`src/rtl/div_pkg.sv`:
```
// Shared types for the divide scheduler: state encoding and the queued divide uop.
package div_pkg;

   localparam int M_WIDTH        = 32;
   localparam int LG_ROB_ENTRIES = 6;
   localparam int LG_PRF_ENTRIES = 7;

   typedef enum logic {
      S_IDLE = 1'b0,
      S_BUSY = 1'b1
   } sched_state_t;

   typedef struct packed {
      logic [M_WIDTH-1:0]        srcA;
      logic [M_WIDTH-1:0]        srcB;
      logic                      is_signed;
      logic                      is_rem;
      logic [LG_ROB_ENTRIES-1:0] rob_ptr;
      logic [LG_PRF_ENTRIES-1:0] prf_ptr;
   } div_uop_t;

endpackage

```
`src/rtl/div_uop_fifo.sv`:
```
// Small circular FIFO of divide uops; the head entry is visible combinationally.
module div_uop_fifo
   import div_pkg::*;
#(
   parameter int LG_DQ = 2
) (
   input  logic     clk,
   input  logic     reset,
   input  logic     flush,
   input  logic     push,
   input  logic     pop,
   input  div_uop_t din,
   output div_uop_t dout,
   output logic     full,
   output logic     empty
);

   localparam int             DQ     = 1 << LG_DQ;
   localparam logic [LG_DQ:0] DQ_CNT = (LG_DQ + 1)'(DQ);

   div_uop_t           mem_r [DQ];
   logic [LG_DQ-1:0]   head_r;
   logic [LG_DQ-1:0]   tail_r;
   logic [LG_DQ:0]     count_r;

   assign dout  = mem_r[head_r];
   assign full  = (count_r == DQ_CNT);
   assign empty = (count_r == {(LG_DQ + 1){1'b0}});

   // Storage and pointer update; pointers wrap naturally at DQ.
   always_ff @(posedge clk) begin
      if (!reset) begin
         head_r  <= '0;
         tail_r  <= '0;
         count_r <= '0;
         for (int i = 0; i < DQ; i++) begin
            mem_r[i] <= '0;
         end
      end else if (flush) begin
         head_r  <= '0;
         tail_r  <= '0;
         count_r <= '0;
      end else begin
         if (push) begin
            mem_r[tail_r] <= din;
            tail_r        <= tail_r + 1'b1;
         end
         if (pop) begin
            head_r <= head_r + 1'b1;
         end
         case ({push, pop})
            2'b10:   count_r <= count_r + 1'b1;
            2'b01:   count_r <= count_r - 1'b1;
            default: count_r <= count_r;
         endcase
      end
   end

endmodule

```
`src/rtl/div_sched.sv`:
```
// Issue front end for the iterative divider: in-order uop queue, single outstanding
// divide, and a held writeback register with valid/ack toward the arbiter.
module div_sched
   import div_pkg::*;
#(
   parameter  int LG_DQ = 2,
   parameter  int LG_W  = 5,
   localparam int W     = 1 << LG_W
) (
   input  logic                      clk,
   input  logic                      reset,
   input  logic                      flush,
   input  logic                      uop_valid,
   output logic                      uop_ready,
   input  logic [W-1:0]              uop_srcA,
   input  logic [W-1:0]              uop_srcB,
   input  logic                      uop_is_signed,
   input  logic                      uop_is_rem,
   input  logic [LG_ROB_ENTRIES-1:0] uop_rob_ptr,
   input  logic [LG_PRF_ENTRIES-1:0] uop_prf_ptr,
   output logic                      div_start,
   output logic [W-1:0]              div_inA,
   output logic [W-1:0]              div_inB,
   output logic                      div_is_signed,
   output logic                      div_is_rem,
   output logic [LG_ROB_ENTRIES-1:0] div_rob_ptr,
   output logic [LG_PRF_ENTRIES-1:0] div_prf_ptr,
   input  logic                      div_complete,
   input  logic [W-1:0]              div_y,
   input  logic [LG_ROB_ENTRIES-1:0] div_rob_ptr_in,
   input  logic [LG_PRF_ENTRIES-1:0] div_prf_ptr_in,
   output logic                      wb_valid,
   input  logic                      wb_ack,
   output logic [W-1:0]              wb_data,
   output logic [LG_ROB_ENTRIES-1:0] wb_rob_ptr,
   output logic [LG_PRF_ENTRIES-1:0] wb_prf_ptr,
   output logic                      busy
);

   div_uop_t     in_uop;
   div_uop_t     head_uop;
   logic         q_full;
   logic         q_empty;
   logic         q_push;
   sched_state_t state_r;
   logic         kill_r;

   assign in_uop = '{srcA:      uop_srcA,
                     srcB:      uop_srcB,
                     is_signed: uop_is_signed,
                     is_rem:    uop_is_rem,
                     rob_ptr:   uop_rob_ptr,
                     prf_ptr:   uop_prf_ptr};

   assign q_push = uop_valid & uop_ready;

   div_uop_fifo #(
      .LG_DQ (LG_DQ)
   ) u_fifo (
      .clk   (clk),
      .reset (reset),
      .flush (flush),
      .push  (q_push),
      .pop   (div_start),
      .din   (in_uop),
      .dout  (head_uop),
      .full  (q_full),
      .empty (q_empty)
   );

   assign div_inA       = head_uop.srcA;
   assign div_inB       = head_uop.srcB;
   assign div_is_signed = head_uop.is_signed;
   assign div_is_rem    = head_uop.is_rem;
   assign div_rob_ptr   = head_uop.rob_ptr;
   assign div_prf_ptr   = head_uop.prf_ptr;

   // Handshake, launch and busy decode; launch waits for a free or draining wb register.
   always_comb begin
      uop_ready = 1'b0;
      div_start = 1'b0;
      busy      = 1'b0;
      if (reset) begin
         uop_ready = !q_full && !flush;
         div_start = (state_r == S_IDLE) && !q_empty && (!wb_valid || wb_ack) && !flush;
         busy      = !q_empty || (state_r == S_BUSY) || wb_valid;
      end else begin
         uop_ready = 1'b0;
         div_start = 1'b0;
         busy      = 1'b0;
      end
   end

   // Scheduler state, kill tracking for a flushed in-flight divide, and the held result.
   always_ff @(posedge clk) begin
      if (!reset) begin
         state_r    <= S_IDLE;
         kill_r     <= 1'b0;
         wb_valid   <= 1'b0;
         wb_data    <= '0;
         wb_rob_ptr <= '0;
         wb_prf_ptr <= '0;
      end else begin
         case (state_r)
            S_IDLE:  if (div_start)    state_r <= S_BUSY;
            S_BUSY:  if (div_complete) state_r <= S_IDLE;
            default: state_r <= S_IDLE;
         endcase

         // The divider cannot be aborted, so a flushed divide is remembered until it completes.
         if (div_complete) begin
            kill_r <= 1'b0;
         end else if (flush && (state_r == S_BUSY)) begin
            kill_r <= 1'b1;
         end

         if (flush) begin
            wb_valid <= 1'b0;
         end else if (div_complete && !kill_r) begin
            wb_valid   <= 1'b1;
            wb_data    <= div_y;
            wb_rob_ptr <= div_rob_ptr_in;
            wb_prf_ptr <= div_prf_ptr_in;
         end else if (wb_ack) begin
            wb_valid <= 1'b0;
         end
      end
   end

endmodule

```
`config.mk`:
```
export PLATFORM = sky130hd
export DESIGN_NAME = div_sched
export DESIGN_NICKNAME = d
export VERILOG_FILES = /design/src/rtl/div_pkg.sv /design/src/rtl/div_uop_fifo.sv /design/src/rtl/div_sched.sv
export SDC_FILE = /design/constraint.sdc
export NUM_CORES = 1
export LEC_CHECK = 0
export CORE_ASPECT_RATIO = 1.25
export CORE_MARGIN = 3
export CORE_UTILIZATION = 48
export DETAILED_ROUTE_END_ITERATION = 12
export PLACE_DENSITY = 0.86
export SETUP_SLACK_MARGIN = 0.5
export SYNTH_ARGS = -nofsm -noshare
export SYNTH_HDL_FRONTEND = slang
export SYNTH_SLANG_ARGS = --single-unit
```
`constraint.sdc`:
```
create_clock -name clk -period 8.2 [get_ports clk]
set_input_delay 1.64 -clock clk [delete_from_list [all_inputs] [get_ports clk]]
set_output_delay 1.64 -clock clk [all_outputs]
set_load 0.02 [all_outputs]
```
# After elaboration in Yosys (flattened, before gate mapping)
# Memory sizes are Yosys's and may differ from the RTL's. A register that Yosys moved wholly into a read port is not among the register bits.
# Index checks and enable logic that the tools add are counted.
[classes] bitwise=4 n_reduce_logical=21 muxes=19 add_sub_neg=4 n_eq_ne=3
[op_table] op="2-to-1 mux 79 bit" count=1
[op_table] op="OR reduction 79 bit" count=1
[op_table] op="2-to-1 mux 1 bit" count=13
[op_table] op="logical AND 1 bit" count=6
[op_table] op="2-to-1 mux 2 bit" count=3
[op_table] op="one-hot mux 3 bit (2 select lines)" count=1
[op_table] op="logical NOT 1 bit" count=5
[op_table] op="adder 2 x 1 -> 2 bit (second input constant)" count=2
[op_table] op="nonzero test 2 bit" count=2
[op_table] op="OR reduction 2 bit" count=2
[op_table] op="adder 3 x 1 -> 3 bit (second input constant)" count=1
[op_table] op="== test 3 bit (second input constant)" count=1
[op_table] op="logical NOT 3 bit" count=1
[op_table] op="logical OR 1 bit" count=3
[op_table] op="NOT 1 bit" count=3
[op_table] op="subtractor 3 x 1 -> 3 bit (second input constant)" count=1
[op_table] op="== test 2 x 1 -> 1 bit (second input constant)" count=1
[op_table] op="== test 2 bit (second input constant)" count=1
[op_table] op="one-hot mux 1 bit (2 select lines)" count=1
[op_table] op="AND reduction 2 bit" count=1
[op_table] op="AND 1 bit" count=1
[totals] out_inout_bits=128 input_bits=130 ff_bits=55 wordCells=61 mem_count=1 mem_bits_rw=316
[memory_table] name="u_fifo.mem_r" depth=4 width=79 read_ports=1 rd_ports_with_merged_regs=1 wr=4 line="div_uop_fifo.sv:21" rtl="div_uop_t mem_r [DQ];"

# Depth between registers and ports, before layout
[logic_depth] word_depth=11 ltp_mapped=10 depth_no_buf=9

# By module
# A second synthesis with hierarchy kept.
[unflattened] hier_cells=1112 hier_area_um2=15446.1
[by_module_without_submodules] module="div_uop_fifo" cells_each=900 area_each_um2=13459.2 seq_area_each_um2=9669.3 n_inst=1
[by_module_without_submodules] module="div_sched" cells_each=212 area_each_um2=1986.9 seq_area_each_um2=960.9 n_inst=1

# Least setup slack after synthesis
# OpenSTA, ideal clock, no wires.
[synth_path] path_type="input to register" start="in flush" end="mem u_fifo.mem_r[2][0] in the netlist's numbering, enable pin" slack_ps=-299 required_ps=7575 n_path_buf=1 setup_time_ps=625 cell_stages=5 arrival_ps=7874 path_cell_list="nand3b_4 nor2_4 clkbuf_1 inv_1 o21ai_0"
[synth_lines] element="from (decl)" line="div_sched.sv:12" rtl="input logic flush,"
[synth_lines] element="to (decl)" line="div_uop_fifo.sv:21"

# Final worst setup path
[layout_path] start="in flush" end="out div_start"
[layout_via] elab_chain_cells=3
[layout_rtl] element="logical NOT 1 bit" line="div_sched.sv:85" rtl="div_start = (state_r == S_IDLE) && !q_empty && (!wb_valid || wb_ack) && !flush;"
[layout_rtl] element="logical AND 1 bit" line="div_sched.sv:85"
[layout_rtl] element="2-to-1 mux 1 bit" line="div_sched.sv:83" rtl="if (reset) begin"
[layout_rtl] element="to (decl)" line="div_sched.sv:21" rtl="output logic div_start,"
# Every way passes these cells.

==> results.md <==
- Run status: completed
- Unique cell type count in the Yosys netlist: between 40 and 50
- First DRT Iteration DRCs: 707
- Row count: 73
- Class of the worst hold path: register to register
- CP max FO: 9
- Hold path cells: 2
- Arrival time at the worst endpoint: 3.84 ns
- R2R setup slack: between 5 and 6 ns
- Worst-case setup slack after placement: between 2 and 3 ns
- H-Tree Level Count: 2
- Final setup skew: 0.02307 ns
- TNS Setup: 0 ns
- Combined global-route utilization of all metal layers: 20.19%
- Area of the core region: 32150 sq um
- RePlAce Congestion: 0.7446
- Buffers on Ports: 257
- Synthesized netlist net count: between 1000 and 1500
- Total Routed Length: 35.39 mm
- Full die area: 35200 sq um
- Minimum setup slack in the final design: 2.724 ns
- Comb pwr share: 8.5%
- Clock transition at path regs: 0.06 ns
- Clk sinks: 373
- Worst reg2reg path depth: 5
- Final cell count without fillers: 1708
- Maximum resistive drop on vdd: 0.1621 mV
- Count of maximum capacitance violations: 0
- Starting utilization of the core area: around half
- Die X-Extent: ~170 um
- Hold endpoint: wb_data[13]$_SDFFE_PN0P_
- Average cell area after synthesis: roughly 15 sq um
- Required time at the worst-slack endpoint: 6.56 ns
- Final net count: 1402
- Total setup buffers inserted after CTS: 0
- Clock power share: 39.7%
- Cts hold-fix bufs: 0
- Relative slew margins: 38.48%
- Via Count: 9206
- CP Capture Type: output port
- CTS tree: done
- Residual DRC: 0
- Worst reg2reg endpoint: u_fifo.mem_r[3][71]$_DFFE_PP_
- Final antenna-violating net count: 0
- Slew @ Worst Pin: 0.9228 ns
- Portion of the post-synthesis area used by sequential elements: 67.16%
- Worst r2r src: u_fifo.count_r[0]$_SDFFE_PP0P_
- Post-synthesis async set-or-reset flop share: 0%
- Final count of negative-setup-slack endpoints: 0
- Clock latency on the worst-skew pair: 0.52 ns
- Setup repair after global routing missed its margin: false
- Vias per inst: 5.390
- Final-report max-slew violation count: 0
- Warnings from Yosys: 0
- Power per standard cell area: approximately 210 nW/um^2
- Root buffer cell: clkbuf_16
- DP Cell Count: 1643
- Maximum number of buffers from clock root to sink: 3
- Cell-internal power: 3.307 mW
- Synth-to-layout area growth: 26.00%
- Number of storage elements in the synthesis netlist: 373
- Min-Delay Startpoint: wb_data[13]$_SDFFE_PN0P_
- Global-route wire length before repair: 54.97 mm
- Post-layout utilization of the core: between 60% and 70%
- Part of the total power dissipated in sequential elements: approximately 52%
- Number of standard cells after synthesis: 1027
- Final critical-path share of the clock period: 66.78%
- Final Critical Period: ~5.5 ns
- Remaining global-route overflow: 0
- Fmax achieved: 182.6 MHz
- Routed length per placed instance: 20.72 um
- Setup crit start kind: input port
- Number of CTS-inserted buffers: 37
- I/O pins: 258
- HPWL Detailed: 20.51 mm
- Number of antenna violations at the first check in global routing: 2
- Net switching component of the power: roughly 0.89 mW
- Final count of hold timing violations: 0
- Share of cells above drive strength 1: 13.05%
- Number of enable-type register cells in the synthesized netlist: around 320
- Count of TritonRoute iterations in the first routing pass: 7
- Vias in the first global route: roughly 10000
- Largest net degree at the start of global routing: 80
- Static power due to leakage: 7.035 nW
- Number of instances resized during post-cts repair: 0
- Top_reg_cell synth: edfxtp_1
- Proportion of total power due to net switching: approximately a fifth
- Vertical die dimension: 209.0 um
- Synthesized cell area: roughly 16000 sq um
- Setup Crit Path Kind: input port to output port
==> cell type report <==
type,instances,area [sq um]
fillers,2311,12210
inverters,6,22.52
flip-flops and latches,373,10640
clock inverters,13,146.4
diodes,1,2.502
well taps,412,515.5
repair buffers,270,2665
multi-input cells,582,4911
clock buffers,51,1042
==> logic make-up after synthesis <==
logic type	Yosys count	share of synthesized area, %
DFF	373	67.16
buffers and inverters	72	2.063
AOI/OAI and AO/OA	62	2.759
xor gates and xnor gates	2	0.1107
and+or+nand+nor	436	16.40
muxes	80	11.30
adders and majority gates	2	0.2055
==> power groups by stage <==
stage | Sequential [mW] | Combinational, mW | Clock [mW]
final | 2.17 | 0.358 | 1.67
after global routing | 2.18 | 0.383 | 1.78
after detailed placement | 2.21 | 0.362 | 0
after global placement | 2.21 | 0.356 | 0
after floorplan | 2.22 | 0.154 | 0
after CTS | 2.18 | 0.364 | 1.71
==> per-stage QoR <==
step / hold slack (ns) / instance area [sq um] / power [mW]
final: 0.4591 / 19940 / 4.200
after global routing: 0.4834 / 19940 / 4.341
after CTS: 0.4648 / 19940 / 4.245
after detailed placement: 0.4576 / 18750 / 2.576
after global placement: 0.4493 / 18750 / 2.562
after floorplan: 0.4451 / 15830 / 2.376
==> worst max path at each step <==
stage	startpoint	endpoint	slack [ns]	depth (start not counted)
6_report	flush	div_start	2.72	4
5_1_grt	reset	div_start	2.45	5
2_1_floorplan	flush	u_fifo.mem_r[2][0]$_SDFFCE_PN0P_	1.83	5
3_3_place_gp	flush	div_start	2.77	4
3_5_place_dp	flush	div_start	2.74	4
4_1_cts	flush	div_start	2.72	4
==> layout by cell type (no fill, tap or decap), types with 2 or more instances in the layout <==
master	count
edfxtp_1	316
and2_1	306
clkdlybuf4s50_1	256
nand2_1	91
mux4_2	79
dfxtp_1	55
a21boi_0	46
clkbuf_16	39
buf_4	13
and2_4	10
clkbuf_1	9
a21oi_1	7
inv_1	6
nor2_1	6
o21ai_0	4
clkinv_1	4
nand2b_1	3
clkinv_2	3
bufinv_16	3
nor2b_1	2
nor3b_4	2
or3_1	2
nor3_4	2
xor2_1	2
dfxtp_4	2
inv_6	2
clkbuf_8	2
==> sequential cells by signal, summed over array words and instances, names as in the netlist, 2 cells and up, named ones only <==
signal          flops
u_fifo.count_r      3
u_fifo.head_r       2
u_fifo.tail_r       2
wb_prf_ptr          7
wb_rob_ptr          6
wb_data            32
u_fifo.mem_r      316
==> worst max-delay path: stages <==
cell             delay [ns]
clkdlybuf4s50_1        0.54
nand2b_1               0.34
nor4_1                 0.58
clkdlybuf4s50_1        0.72
==> Yosys cell counts (all sizes together) (2+ instances only) <==
cell type  instances  area (sq um)
dfxtp             57          1141
nand2b             4         25.02
nor4               2         27.53
mux4              79          1779
a21oi              7         35.03
and2             316          2002
nor3b              3         38.79
xor2               2         17.52
inv                6         22.52
nor2b              2         12.51
nand2             92         345.3
or3                2         12.51
edfxtp           316          9489
nor2               7         33.78
nor3               3         37.53
o21ai              5         25.02
a21boi            46         345.3
buf               21         135.1
clkbuf            45         168.9
==> per-layer routing <==
metal | global-route usage, % | share of wire [%]
met2 | 35.82 | 52
met5 | 0 | 0.079
met3 | 5.468 | 7.5
met4 | 6.520 | 2.6
met1 | 23.88 | 38
Power figures use the tool's default switching activity.
==> RTL edit 1: new RTL, config.mk and constraints unchanged <==
The package constant `LG_ROB_ENTRIES` goes from 6 to 12.
--- a/src/rtl/div_pkg.sv
+++ b/src/rtl/div_pkg.sv
@@ -3,5 +3,5 @@
 
    localparam int M_WIDTH        = 32;
-   localparam int LG_ROB_ENTRIES = 6;
+   localparam int LG_ROB_ENTRIES = 12;
    localparam int LG_PRF_ENTRIES = 7;
 
Ports: changed (resized div_rob_ptr, div_rob_ptr_in, uop_rob_ptr and wb_rob_ptr); port bits go from 258 to 282. No check against the original RTL was run, so the function may have changed too.
==> RTL edit 1 against the unedited design <==
- critical path depth rose by 1
- die area rose by 7.6%
- combinational power rose by 8.7%
- routed wire length rose by 11%
- final area rose by 7.9%
- count of clock-buffer cells in the layout did not move
- synthesized area rose by 7.8%
- largest power group unchanged
- sequential cell count rose by 30
- setup slack improved by 0.014 ns
- power rose by 7.7%
- non-clock buffer count rose by 24
- sequential power rose by 8%
==> RTL edit 1: results (changes against the unedited design) <==
[placement]
dp_hpwl_mm = 23.4  ; was 20.5 mm
preCtsSetupSlack_ns = 2.80  ; was 2.74 ns
dpl.cell_count = 1801  ; was 1,643

[grt]
use_met2_pct = 36.5  ; was 35.8%
grt_antenna_before_repair = 6  ; was 2
met3_usage_pct = 6.51  ; was 5.47%

[critical_path]
crit_fanout = 62  ; was 9
r2r-start = u_fifo.count_r[2]  ; was u_fifo.count_r[0]
arrival_ns = 3.82  ; was 3.84 ns
crit_start = reset  ; was flush

[cells_and_area]
final_cells = 1870  ; was 1,708
num-fill-cells = 2541  ; was 2,311

[yosys]
avgSynthCellArea_um2 = 15.3  ; was 15.4 um^2
synth-edff-count = 340  ; was 316
ys_types = 40  ; was 41
synth_seq_cells = 403  ; was 373
synth_area_leaders = edfxtp_1 60%, and2_1 12%, mux4_2 11%, dfxtp_1 7.4%, a21boi_0 2.3%  ; was edfxtp_1 60%, and2_1 12%, mux4_2 11%, dfxtp_1 7.2%, a21boi_0 2.2%
synth_commonest_cells = 340 x and2_1, 340 x edfxtp_1, 104 x nand2_1  ; was 316 x edfxtp_1, 306 x and2_1, 92 x nand2_1

[power]
ir_drop_mv = 0.169  ; was 0.162 mV
total_leakage_power_nw = 7.57  ; was 7.03 nW

[detailed_routing]
first_pass_iters = 5  ; was 7
drtIter0Drc = 726  ; was 707

[outcome]
outcome = finished, final reports clean  ; unchanged

[sta]
skew_ns = 0.00891  ; was 0.0231 ns
slew-limit-headroom_pct = 28.6  ; was 38.5%

## RTL edit 1: cell count changes after synthesis, moves of 6 or more
cell,unedited run,this run
nand2_1,92,104
clkbuf_1,45,31
clkbuf_2,0,13
edfxtp_1,316,340
and2_1,306,340
dfxtp_1,57,63
and2_4,10,0
a21boi_0,46,52
mux4_2,79,85
## RTL edit 1: layout make-up
type | count | area (um^2) | area share, %
Sequential cell | 403 | 11500 | 53.3
Multi-Input combinational cell | 630 | 5250 | 24.4
Timing Repair Buffer | 294 | 2910 | 13.5
Clock buffer | 51 | 1130 | 5.23
Tap cell | 468 | 586 | 2.72
Clock inverter | 16 | 151 | 0.703
Inverter | 6 | 22.5 | 0.105
Antenna cell | 2 | 5.00 | 0.0233
## RTL edit 1: final timing paths
check                                           end  slack, ns  depth (start not counted)
worst max-delay path                      div_start       2.74                          5
worst min-delay path                    wb_data[13]       0.46                          2
worst min register to register          wb_data[13]       0.46                          2
worst max register to register  u_fifo.mem_r[3][47]       5.25                          5
## RTL edit 1: power breakdown
group	internal [mW]	leakage (nW)	switching (mW)
Sequential	2.32	4.02	0.0319
Combinational	0.190	2.91	0.199
Clock	1.06	0.635	0.725
## RTL edit 1: worst max-delay path, delay by kind of cell
kind / cells / cell delay (ns)
buffers and inverters: 3 / 1.25
AND/OR/NAND/NOR: 2 / 0.91
## RTL edit 1: kinds of logic after synthesis
logic type,synth area share (%)
AOI/OAI and AO/OA,2.82
xor gates and xnor gates,0.103
adders and majority gates,0.191
buffers and inverters,2.39
DFF,67.2
muxes,11.3
and+or+nand+nor,16.0
## RTL edit 1: layer usage
metal	vias to the layer above	part of all wire (%)
met3	75	8.3
met2	377	51
met1	5015	37
met4	8	2.7
li1	4523	-
met5	-	0.10
==> RTL edit 2: new RTL, config.mk and constraints unchanged <==
Made on the original files. Add an input register stage for `div_y`, with the module's reset; this delays it by one clock. The other inputs are not delayed to match.
--- a/src/rtl/div_sched.sv
+++ b/src/rtl/div_sched.sv
@@ -37,4 +37,14 @@
    output logic                      busy
 );
+
+   logic [W-1:0] div_y_q;
+
+   always_ff @(posedge clk) begin
+      if (!reset) begin
+         div_y_q <= '0;
+      end else begin
+         div_y_q <= div_y;
+      end
+   end
 
    div_uop_t     in_uop;
@@ -119,5 +129,5 @@
          end else if (div_complete && !kill_r) begin
             wb_valid   <= 1'b1;
-            wb_data    <= div_y;
+            wb_data    <= div_y_q;
             wb_rob_ptr <= div_rob_ptr_in;
             wb_prf_ptr <= div_prf_ptr_in;
Check against the original RTL: not equivalent (a bounded check fails within 4 cycles, from zero or initial values and one cycle with reset low).
==> RTL edit 2 against the unedited design <==
- critical path depth did not move
- sequential power grew 8%
- sequential share of layout area grew 0.79 points
- sequential cell count increased by 32
- routed wire length is 2.8% higher
- synthesized area up 4.9%
- cell count rose by 7.0%
- first-iteration DRC count fell by 4.8%
- register-to-register slack worse by 0.31 ns
- final area grew 4.5%
- power up 5.0%
- setup slack better by 0.0070 ns
- non-clock buffer count is 1 lower
- critical path type unchanged
- critical endpoint unchanged
==> RTL edit 2: results (changes against the unedited design) <==
[yosys]
synth_area_leaders = edfxtp_1 57%, and2_1 13%, dfxtp_1 11%, mux4_2 11%, a21boi_0 2.1%  ; was edfxtp_1 60%, and2_1 12%, mux4_2 11%, dfxtp_1 7.2%, a21boi_0 2.2%
syn_inst = 1094  ; was 1,027
yosysSeqAreaShare_pct = 67.9  ; was 67.2%

[critical_path]
arrival_ns = 3.83  ; was 3.84 ns
timing.reg2reg.setup_slack_ns = 5.02  ; was 5.33 ns
cpPeakStageDelay_ns = 0.76  ; was 0.72 ns

[sta]
fin_hold_ws_ns = 0.447  ; was 0.459 ns
slew-limit-headroom_pct = 29.8  ; was 38.5%
fin_crit_ns = 5.47  ; was 5.48 ns

[outcome]
outcome = finished, final reports clean  ; unchanged

[detailed_routing]
wl_met1_mm = 13.9  ; was 13.3 mm
routed_via_density = 5.26  ; was 5.39
wl_met3_mm = 2.56  ; was 2.64 mm

[power]
p_sw_uw = 960  ; was 893 uW
total_power_mw = 4.41  ; was 4.20 mW
total_leakage_power_nw = 7.32  ; was 7.03 nW

[grt]
use_met2_pct = 34.1  ; was 35.8%
grt_antenna_before_repair = 3  ; was 2
grtUsageMet1_pct = 24.1  ; was 23.9%
grt_pass1_vias = 10200  ; was 10,000
grt.total_usage_pct = 19.8  ; was 20.2%

[cells_and_area]
multi_input_area_um2 = 5070  ; was 4910 um^2
nets = 1468  ; was 1,402
num-fill-cells = 2434  ; was 2,311
final.clkbuf_count = 49  ; was 51
top_regs = u_fifo.mem_r (316), div_y_q (32), wb_data (32)  ; was u_fifo.mem_r (316), wb_data (32), wb_prf_ptr (7)

[placement]
dpl-instance-area_um2 = 19600  ; was 18,800 um^2

[worst_hold_path]
min_from = div_y_q[29]  ; was wb_data[13]

==> RTL edit 2: cell types whose count changed in the layout (fill, tap and decap cells not counted), moves of 2 or more <==
cell | before | now
and2_1 | 306 | 348
dfxtp_1 | 55 | 87
and2_4 | 10 | 0
clkbuf_8 | 2 | 0
clkinv_1 | 4 | 8
inv_6 | 2 | 0
clkinv_8 | 0 | 3
clkinvlp_4 | 0 | 3
==> RTL edit 2: cell families (layout without fill, tap and decap cells) <==
kind of cell,after synthesis,count (layout),synth area share [%]
AND/OR/NAND/NOR,468,468,16.5
flip-flops,405,405,67.9
multiplexers,80,80,10.8
buffers and inverters,75,345,1.89
AO/OA/AOI/OAI,62,62,2.63
adder cells (fa/ha/maj),2,2,0.196
XOR/XNOR,2,2,0.106
other,0,1,0
==> RTL edit 2: worst min-delay path, cell delays in order (launching register included) <==
cell and delay, ns:
dfxtp_1 0.30, nand2_1 0.04, a21boi_0 0.06
